## config.mk

```make
export PLATFORM = sky130hd
export DESIGN_NAME = data_mem_responder_flat
export DESIGN_NICKNAME = d
export VERILOG_FILES = /design/src/rtl/data_mem_responder_if.sv /design/src/rtl/data_mem_responder.sv /design/src/flat_wrapper.sv
export SDC_FILE = /design/constraint.sdc
export NUM_CORES = 2
export LEC_CHECK = 0
export ABC_AREA = 0
export ABC_CLOCK_PERIOD_IN_PS = 5200
export CAP_MARGIN = 20
export CELL_PAD_IN_SITES_DETAIL_PLACEMENT = 0
export CELL_PAD_IN_SITES_GLOBAL_PLACEMENT = 1
export CORE_ASPECT_RATIO = 0.9
export CORE_UTILIZATION = 49
export DETAILED_ROUTE_END_ITERATION = 10
export MAX_ROUTING_LAYER = met4
export PLACE_DENSITY = 0.8
export SYNTH_ARGS = -nofsm -noshare
export SYNTH_HDL_FRONTEND = slang
export SYNTH_SLANG_ARGS = --single-unit
```

## constraint.sdc

```tcl
create_clock -name clk -period 5.2 [get_ports clk]
set_clock_uncertainty 0.15 [all_clocks]
set_input_delay 1.3 -clock clk [delete_from_list [all_inputs] [get_ports clk]]
set_output_delay 1.3 -clock clk [all_outputs]
set_load 0.05 [all_outputs]
```

## src/rtl/data_mem_responder_if.sv

```systemverilog
// data_mem_responder_if: stage-three load/store request and response bundle
interface data_mem_responder_if #(
  parameter int DATA_W = 16,
  parameter int ADDR_W = 16
);
  logic              req_valid;
  logic              req_wr;
  logic [ADDR_W-1:0] req_addr;
  logic [DATA_W-1:0] req_wdata;
  logic              req_ready;
  logic              rsp_valid;
  logic [DATA_W-1:0] rsp_rdata;
  logic              rsp_err;
  logic              stall;
  modport master (
    output req_valid, req_wr, req_addr, req_wdata,
    input  req_ready, rsp_valid, rsp_rdata, rsp_err, stall
  );
  modport slave (
    input  req_valid, req_wr, req_addr, req_wdata,
    output req_ready, rsp_valid, rsp_rdata, rsp_err, stall
  );
endinterface

```

## src/rtl/data_mem_responder.sv

```systemverilog
// data_mem_responder: word-array memory serving one request at a time after WAIT_CYCLES wait states
module data_mem_responder #(
  parameter int DATA_W      = 16,
  parameter int ADDR_W      = 16,
  parameter int DEPTH       = 256,
  parameter int WAIT_CYCLES = 2
) (
  input logic clk,
  input logic rst,
  data_mem_responder_if.slave bus
);
  localparam int AW = $clog2(DEPTH);
  typedef enum logic [1:0] {S_IDLE, S_WAIT, S_RESP} state_t;
  state_t            state, state_n;
  logic [3:0]        cnt;
  logic              lat_wr;
  logic [ADDR_W-1:0] lat_addr;
  logic [DATA_W-1:0] lat_wdata;
  logic              eff_wr, in_range, commit;
  logic [ADDR_W-1:0] eff_addr;
  logic [DATA_W-1:0] eff_wdata;
  logic [DATA_W-1:0] rdata;
  logic              err;
  logic [DATA_W-1:0] mem [DEPTH];
  // In IDLE the live request fields are used so a zero-wait build can commit on the accept edge
  always_comb begin
    state_n   = state == S_IDLE ? (bus.req_valid ? (WAIT_CYCLES == 0 ? S_RESP : S_WAIT) : S_IDLE)
              : state == S_WAIT ? (cnt == 4'd1 ? S_RESP : S_WAIT) : S_IDLE;
    eff_wr    = state == S_IDLE ? bus.req_wr : lat_wr;
    eff_addr  = state == S_IDLE ? bus.req_addr : lat_addr;
    eff_wdata = state == S_IDLE ? bus.req_wdata : lat_wdata;
    in_range  = {1'b0, eff_addr} < (ADDR_W+1)'(DEPTH);
    commit    = state != S_RESP && state_n == S_RESP;
  end
  always_ff @(posedge clk) begin
    if (rst) begin
      state <= S_IDLE;
      cnt   <= '0;
      rdata <= '0;
      err   <= 1'b0;
    end else begin
      state <= state_n;
      if (state == S_IDLE && bus.req_valid) begin
        lat_wr    <= bus.req_wr;
        lat_addr  <= bus.req_addr;
        lat_wdata <= bus.req_wdata;
        cnt       <= 4'(WAIT_CYCLES);
      end else if (state == S_WAIT) cnt <= cnt - 4'd1;
      if (commit) begin
        rdata <= (!eff_wr && in_range) ? mem[eff_addr[AW-1:0]] : '0;
        err   <= !in_range;
      end
    end
  end
  always_ff @(posedge clk)
    if (!rst && commit && eff_wr && in_range) mem[eff_addr[AW-1:0]] <= eff_wdata;
  assign bus.req_ready = state == S_IDLE;
  assign bus.rsp_valid = state == S_RESP;
  assign bus.rsp_rdata = rdata;
  assign bus.rsp_err   = err;
  assign bus.stall     = bus.req_valid & ~bus.rsp_valid;
endmodule

```

## src/flat_wrapper.sv

```systemverilog
// flat-port wrapper written by rule: the top's interface ports become plain ports
module data_mem_responder_flat 
#(
  parameter int DATA_W      = 16,
  parameter int ADDR_W      = 16,
  parameter int DEPTH       = 256,
  parameter int WAIT_CYCLES = 2
)
  (clk, rst, bus_req_valid, bus_req_wr, bus_req_addr, bus_req_wdata, bus_req_ready, bus_rsp_valid, bus_rsp_rdata, bus_rsp_err, bus_stall);
  data_mem_responder_if #(.DATA_W(DATA_W), .ADDR_W(ADDR_W)) bus_i ();
  input logic clk;
  input logic rst;
  input wire logic [$bits(bus_i.req_valid)-1:0] bus_req_valid;
  input wire logic [$bits(bus_i.req_wr)-1:0] bus_req_wr;
  input wire logic [$bits(bus_i.req_addr)-1:0] bus_req_addr;
  input wire logic [$bits(bus_i.req_wdata)-1:0] bus_req_wdata;
  output wire logic [$bits(bus_i.req_ready)-1:0] bus_req_ready;
  output wire logic [$bits(bus_i.rsp_valid)-1:0] bus_rsp_valid;
  output wire logic [$bits(bus_i.rsp_rdata)-1:0] bus_rsp_rdata;
  output wire logic [$bits(bus_i.rsp_err)-1:0] bus_rsp_err;
  output wire logic [$bits(bus_i.stall)-1:0] bus_stall;
  assign bus_i.req_valid = bus_req_valid;
  assign bus_i.req_wr = bus_req_wr;
  assign bus_i.req_addr = bus_req_addr;
  assign bus_i.req_wdata = bus_req_wdata;
  assign bus_req_ready = bus_i.req_ready;
  assign bus_rsp_valid = bus_i.rsp_valid;
  assign bus_rsp_rdata = bus_i.rsp_rdata;
  assign bus_rsp_err = bus_i.rsp_err;
  assign bus_stall = bus_i.stall;
  data_mem_responder #(.DATA_W(DATA_W), .ADDR_W(ADDR_W), .DEPTH(DEPTH), .WAIT_CYCLES(WAIT_CYCLES)) u_core (.clk(clk), .rst(rst), .bus(bus_i));
endmodule
```

-- Yosys cells after proc, flatten, opt, wreduce, memory -nomap -nowiden
Memory sizes are Yosys's and may differ from the RTL's.
Cells that the tools add are included.
- equality and inequality tests: 5
- reductions and logical operators: 13
- add/subtract/negate cells: 1
- bitwise gates (word level): 3
- order comparisons: 1
- muxes and demuxes: 12
- operators by type and width (cell ; count):
    two-way mux 16 bit ; 3
    less-than comparator 16 x 9 -> 1 bit (second input constant) ; 1
    two-way mux 2 bit ; 5
    logical AND 1 bit ; 6
    equality test 2 bit (second input constant) ; 2
    equality test 4 x 1 -> 1 bit (second input constant) ; 1
    two-way mux 1 bit ; 4
    subtractor 4 x 1 -> 4 bit (second input constant) ; 1
    zero test 1 bit ; 3
    equality test 2 x 1 -> 1 bit (second input constant) ; 1
    zero test 2 bit ; 1
    inequality test 2 bit (second input constant) ; 1
    inverter 1 bit ; 2
    AND reduction 2 bit ; 1
    nonzero test 2 bit ; 1
    OR reduction 2 bit ; 1
    AND 1 bit ; 1
- register bits after elaboration: 56
- bits in writable memories: 4096
- input bits: 36
- memories: 1
- logic and storage cells: 44
- memory list (name ; words ; bits a word ; read ports ; clocked after memory_dff ; write ports ; RTL line ; text):
    u_core.mem ; 256 ; 16 ; 1 ; 0 ; 1 ; data_mem_responder.sv:24 ; logic [DATA_W-1:0] mem [DEPTH];

-- Depth between registers and ports, before layout
- depth in word-level cells: 11
- mapped depth: 14

-- Least setup slack after synthesis
No wires, ideal clock.
- path type: register to register
- start: register u_core.state[0]
- end: memory u_core.mem[0][10], data pin
- slack: -0.879 ns
- arrival: 5.109 ns
- stages on the path, launching flop included: 11
- path through: dfxtp_1 > or2_1 > buf_4 > buf_6 > inv_4 > buf_6 > buf_6 > buf_2 > buf_1 > nand2_1 > nand2_1
- cells in the longest elaborated chain, start to end: 2
- RTL lines (item ; RTL line ; text):
    start: declaration ; data_mem_responder.sv:14 ; state_t state, state_n;
    start signal: assignment ; data_mem_responder.sv:42 ; state <= state_n;
    zero test 2 bit ; - ;
    via bus_req_ready ; flat_wrapper.sv:17 ; output wire logic [$bits(bus_i.req_ready)-1:0] bus_req_ready;
    two-way mux 16 bit ; data_mem_responder.sv:31 ; eff_wdata = state == S_IDLE ? bus.req_wdata : lat_wdata;
    via u_core.eff_wdata[10] ; data_mem_responder.sv:21 ; logic [DATA_W-1:0] eff_wdata;
    end: declaration ; data_mem_responder.sv:24 ;
The timed path passes the listed nets, and every way through them passes these cells.

-- Final worst setup path
- start: register u_core.state[0]
- end: register u_core.rdata[4], in the netlist u_core.bus.rsp_rdata[4]
- cells in the longest elaborated chain, start to end: 5
- elaborated cells between the ends (all ways): 14
- those cells by class: order compare (1); eq/ne (3); mux (5); reduce/logical (4); memory (1)
- RTL lines (item ; RTL line ; text):
    branches (longest 5 deep; another with memory read (256 x 16 bit)) ; - ;
    end signal: assignment ; data_mem_responder.sv:50 ; rdata <= (!eff_wr && in_range) ? mem[eff_addr[AW-1:0]] : '0;
    end: declaration ; data_mem_responder.sv:22 ; logic [DATA_W-1:0] rdata;
Parallel ways; which one is timed is not known.
A chain may end at the register's enable or synchronous reset.

==> impl_metrics.tcl <==
set metrics [dict create \
    netlist_area_um2 150300 \
    irDropWorstVdd_mv 0.3444 \
    postRouteAntennaNets 0 \
    clk_pin_slew_ns 0.06 \
    dr.first_iter.drc_count 16340 \
    rsz0062_at_grt "false" \
    clk_path_buf_depth 4 \
    max_freq_mhz 206.5 \
    rr_startpoint "u_core.state[0]$_SDFF_PP0_" \
    yosysSeqAreaShare 0.8281 \
    p_per_area_nw_per_um2 403.9 \
    place_inst 13160 \
    cts_tree "yes" \
    track_usage 0.2904 \
    place.gp.congestion 0.9435 \
    core-area_um2 304600 \
    yosys.area_share.simple 0.01227 \
    synth_edf_count 4129 \
    synth_area_leaders "edfxtp_1 82%, o22ai_1 8.0%, o21ai_0 3.0%" \
    wl_per_cell_um 32.24 \
    crit_type "reg2reg" \
    fin_crit_ns 4.843 \
    synth_top_area_share 0.8250 \
    io_buffer_count 55 \
    via_count 93727 \
    synth.avg_cell_area_um2 17.31 \
    fin_util 0.5773 \
    grt_pass1_vias 89270 \
    cp-startpoint "u_core.state[0]$_SDFF_PP0_" \
    status "finished clean" \
    worstRegToRegCells 12 \
    fin_crit_sh 0.9313 \
    slew_viol_final 0 \
    area_growth_pct 17.01 \
    yosys-top-cells-count "4129 x edfxtp_1, 1931 x o22ai_1, 899 x o21ai_0, 356 x clkbuf_1, 272 x nor2_1" \
    drive_gt1_frac 0.1642 \
    synth_fp_nets 8720 \
    reg2reg_to "u_core.bus.rsp_rdata[4]$_SDFFE_PP0N_" \
    antenna_found_initial 10 \
    setup_viol 0 \
    cts_max_level 5 \
    critPathLaunchType "flip-flop" \
    synth-compound-area-share 0.1403 \
    firstDrtPassIters 6 \
    yosysMostFrequentCell "edfxtp_1" \
    worstSkewPairLatency_ns 0.92 \
    synthCells 8682 \
    endpoint "u_core.bus.rsp_rdata[4]$_SDFFE_PP0N_" \
    ctsResizeCount 0 \
    wl_mm 446.8 \
    cts_made_buffers 386 \
    async_flop_share 0 \
    synth_flop_cell "edfxtp_1" \
    num_rows 192 \
    synth_mux_area_frac 0.0004995 \
    tightest_slew_ns 1.312 \
    die_area_um2 308900 \
    dp_hpwl_mm 267.8 \
    synth_top_family_by_area "compound AO/OA/AOI/OAI gates" \
    grt_pass1_wl_mm 631.6 \
    grt_max_degree 143 \
    grt_overflow 0 \
    die_w_um 585.8 \
    arrival_ns 5.54 \
    holdCritStartpoint "u_core.bus.rsp_rdata[11]$_SDFFE_PP0N_" \
    yosysWarnings 0 \
    fillCellCount 21905 \
    ys_types 50 \
    die_y_um 527.4 \
    maxCapViolations 0 \
    yosys.area.top_type "edfxtp_1" \
    timing.reg2reg.setup_slack_ns 0.36 \
    ios 56 \
    hold_path_class "reg2reg" \
    worstPathRequired_ns 5.90 \
    synth_xor_area_frac 0 \
    finalHoldViolCount 0 \
    initial_core_util 0.4934 \
    cts_root_buf "clkbuf_16" \
    power_leakage_nw 53.99 \
    max_slew_margin 0.1251 \
    yosys_register_bits 4152 \
    vias_per_cell 6.764 \
    cts.hold.buffers_added 0 \
    fin_nets 9512 \
    crit_path_end_kind "flip-flop" \
    fin_cells 13856 \
    synth_fa_ha_area_frac 0.0001665 \
    drc 0 \
    critPathMaxFanout 49 \
    postCtsSetupBuffers 0 \
    cts.sinks 4152 \
]
[registers in the layout, summed over array words and instances, names as in the netlist]
signal and flops:
u_core.bus.rsp_err 1, u_core.state 2, u_core.bus.rsp_rdata 16, u_core.lat_addr 16, u_core.cnt 4, u_core.lat_wr 1, u_core.lat_wdata 16, u_core.mem 4096
[how the worst min path moves through the flow]
| stage | to | slack [ns] | cells after the start |
|---|---|---|---|
| floorplan | u_core.cnt[1]$_SDFFE_PP0P_ | 0.34 | 2 |
| global placement | u_core.bus.rsp_rdata[11]$_SDFFE_PP0N_ | 0.29 | 2 |
| detailed placement | u_core.bus.rsp_rdata[11]$_SDFFE_PP0N_ | 0.31 | 2 |
| CTS | u_core.bus.rsp_rdata[11]$_SDFFE_PP0N_ | 0.32 | 2 |
| global route | u_core.bus.rsp_rdata[11]$_SDFFE_PP0N_ | 0.34 | 2 |
| finish | u_core.bus.rsp_rdata[11]$_SDFFE_PP0N_ | 0.32 | 2 |
[layout make-up]
cell class,count,area [um^2],share of cell area
Sequential cell,4152,124400,0.7077
Clock inverter,234,2246,0.01277
Multi-Input combinational cell,3878,23600,0.1342
Inverter,10,40.04,0.0002277
Timing Repair Buffer,1046,10410,0.05917
Antenna cell,7,17.52,0.00009961
Clock buffer,455,10000,0.05688
Tap cell,4074,5097,0.02899
[cell families (layout without fill, tap and decap cells)]
group           count (synthesis)  count (layout)
compound gates               3424            3424
fa+ha+maj                       2               2
buf+inv                       652            1745
flops                        4152            4152
mux                             7               7
other cells                     0               7
simple gates                  445             445
[worst max-delay path, cell delays in order (launching register included)]
cell and delay, ns:
dfxtp_1 0.52, or2_2 0.21, buf_4 0.53, mux2_8 0.35, buf_12 0.25, buf_12 0.32, buf_4 0.27, o22ai_1 0.10
o21ai_0 0.26, a41oi_1 0.33, o41ai_1 1.09, nand4_1 0.16, o21ai_1 0.16
[power by group]
part	switching [mW]	internal (mW)	total (mW)	leakage [nW]
Combinational	4.23	1.59	5.82	10.6
Clock	12.1	15.6	27.7	5.97
Sequential	0.0106	37.5	37.5	37.4
Total	16.4	54.7	71.0	54.0
[layout by cell type, fill, tap and decap left out, drive strengths merged, types with 3 or more instances in the layout]
| cell | instances |
|---|---|
| nand2 | 103 |
| o21a | 8 |
| inv | 22 |
| a21oi | 60 |
| o22ai | 1931 |
| nor2 | 272 |
| o21ai | 985 |
| mux2 | 4 |
| nor3b | 4 |
| nand3 | 11 |
| nand2b | 8 |
| a22oi | 113 |
| diode | 7 |
| clkdlybuf4s50 | 55 |
| a41oi | 237 |
| bufinv | 37 |
| nand4 | 18 |
| o31ai | 6 |
| a221oi | 9 |
| dfxtp | 23 |
| nor4 | 17 |
| clkinv | 168 |
| o41ai | 58 |
| mux2i | 3 |
| a22o | 8 |
| buf | 991 |
| clkbuf | 455 |
| clkinvlp | 17 |
| edfxtp | 4129 |
[metal layers]
layer | global-route usage | share of wire | vias to the layer above | routed length, um
met2 | 0.4274 | 0.45 | 7527 | 201600
met1 | 0.3905 | 0.36 | 47087 | 161400
met3 | 0.06652 | 0.14 | 1020 | 61750
li1 | - | - | 38093 | -
met5 | - | 0 | - | 0
met4 | 0.1242 | 0.049 | 0 | 22010
[through the flow]
stage / hold WS (ns) / power [mW] / setup TNS (ns) / setup WS (ns) / instance area (um^2)
floorplan: 0.3395 / 41.04 / -379.08 / -0.2115 / 150300
global placement: 0.2887 / 43.65 / -1.105 / -0.2877 / 163600
detailed placement: 0.3061 / 43.80 / -1.275 / -0.3115 / 163600
CTS: 0.3178 / 70.92 / 0 / 0.4130 / 175800
global route: 0.3386 / 72.50 / 0 / 0.2441 / 175900
finish: 0.3208 / 71.03 / 0 / 0.3574 / 175900
Note: power is estimated with default switching activity, not from simulation.
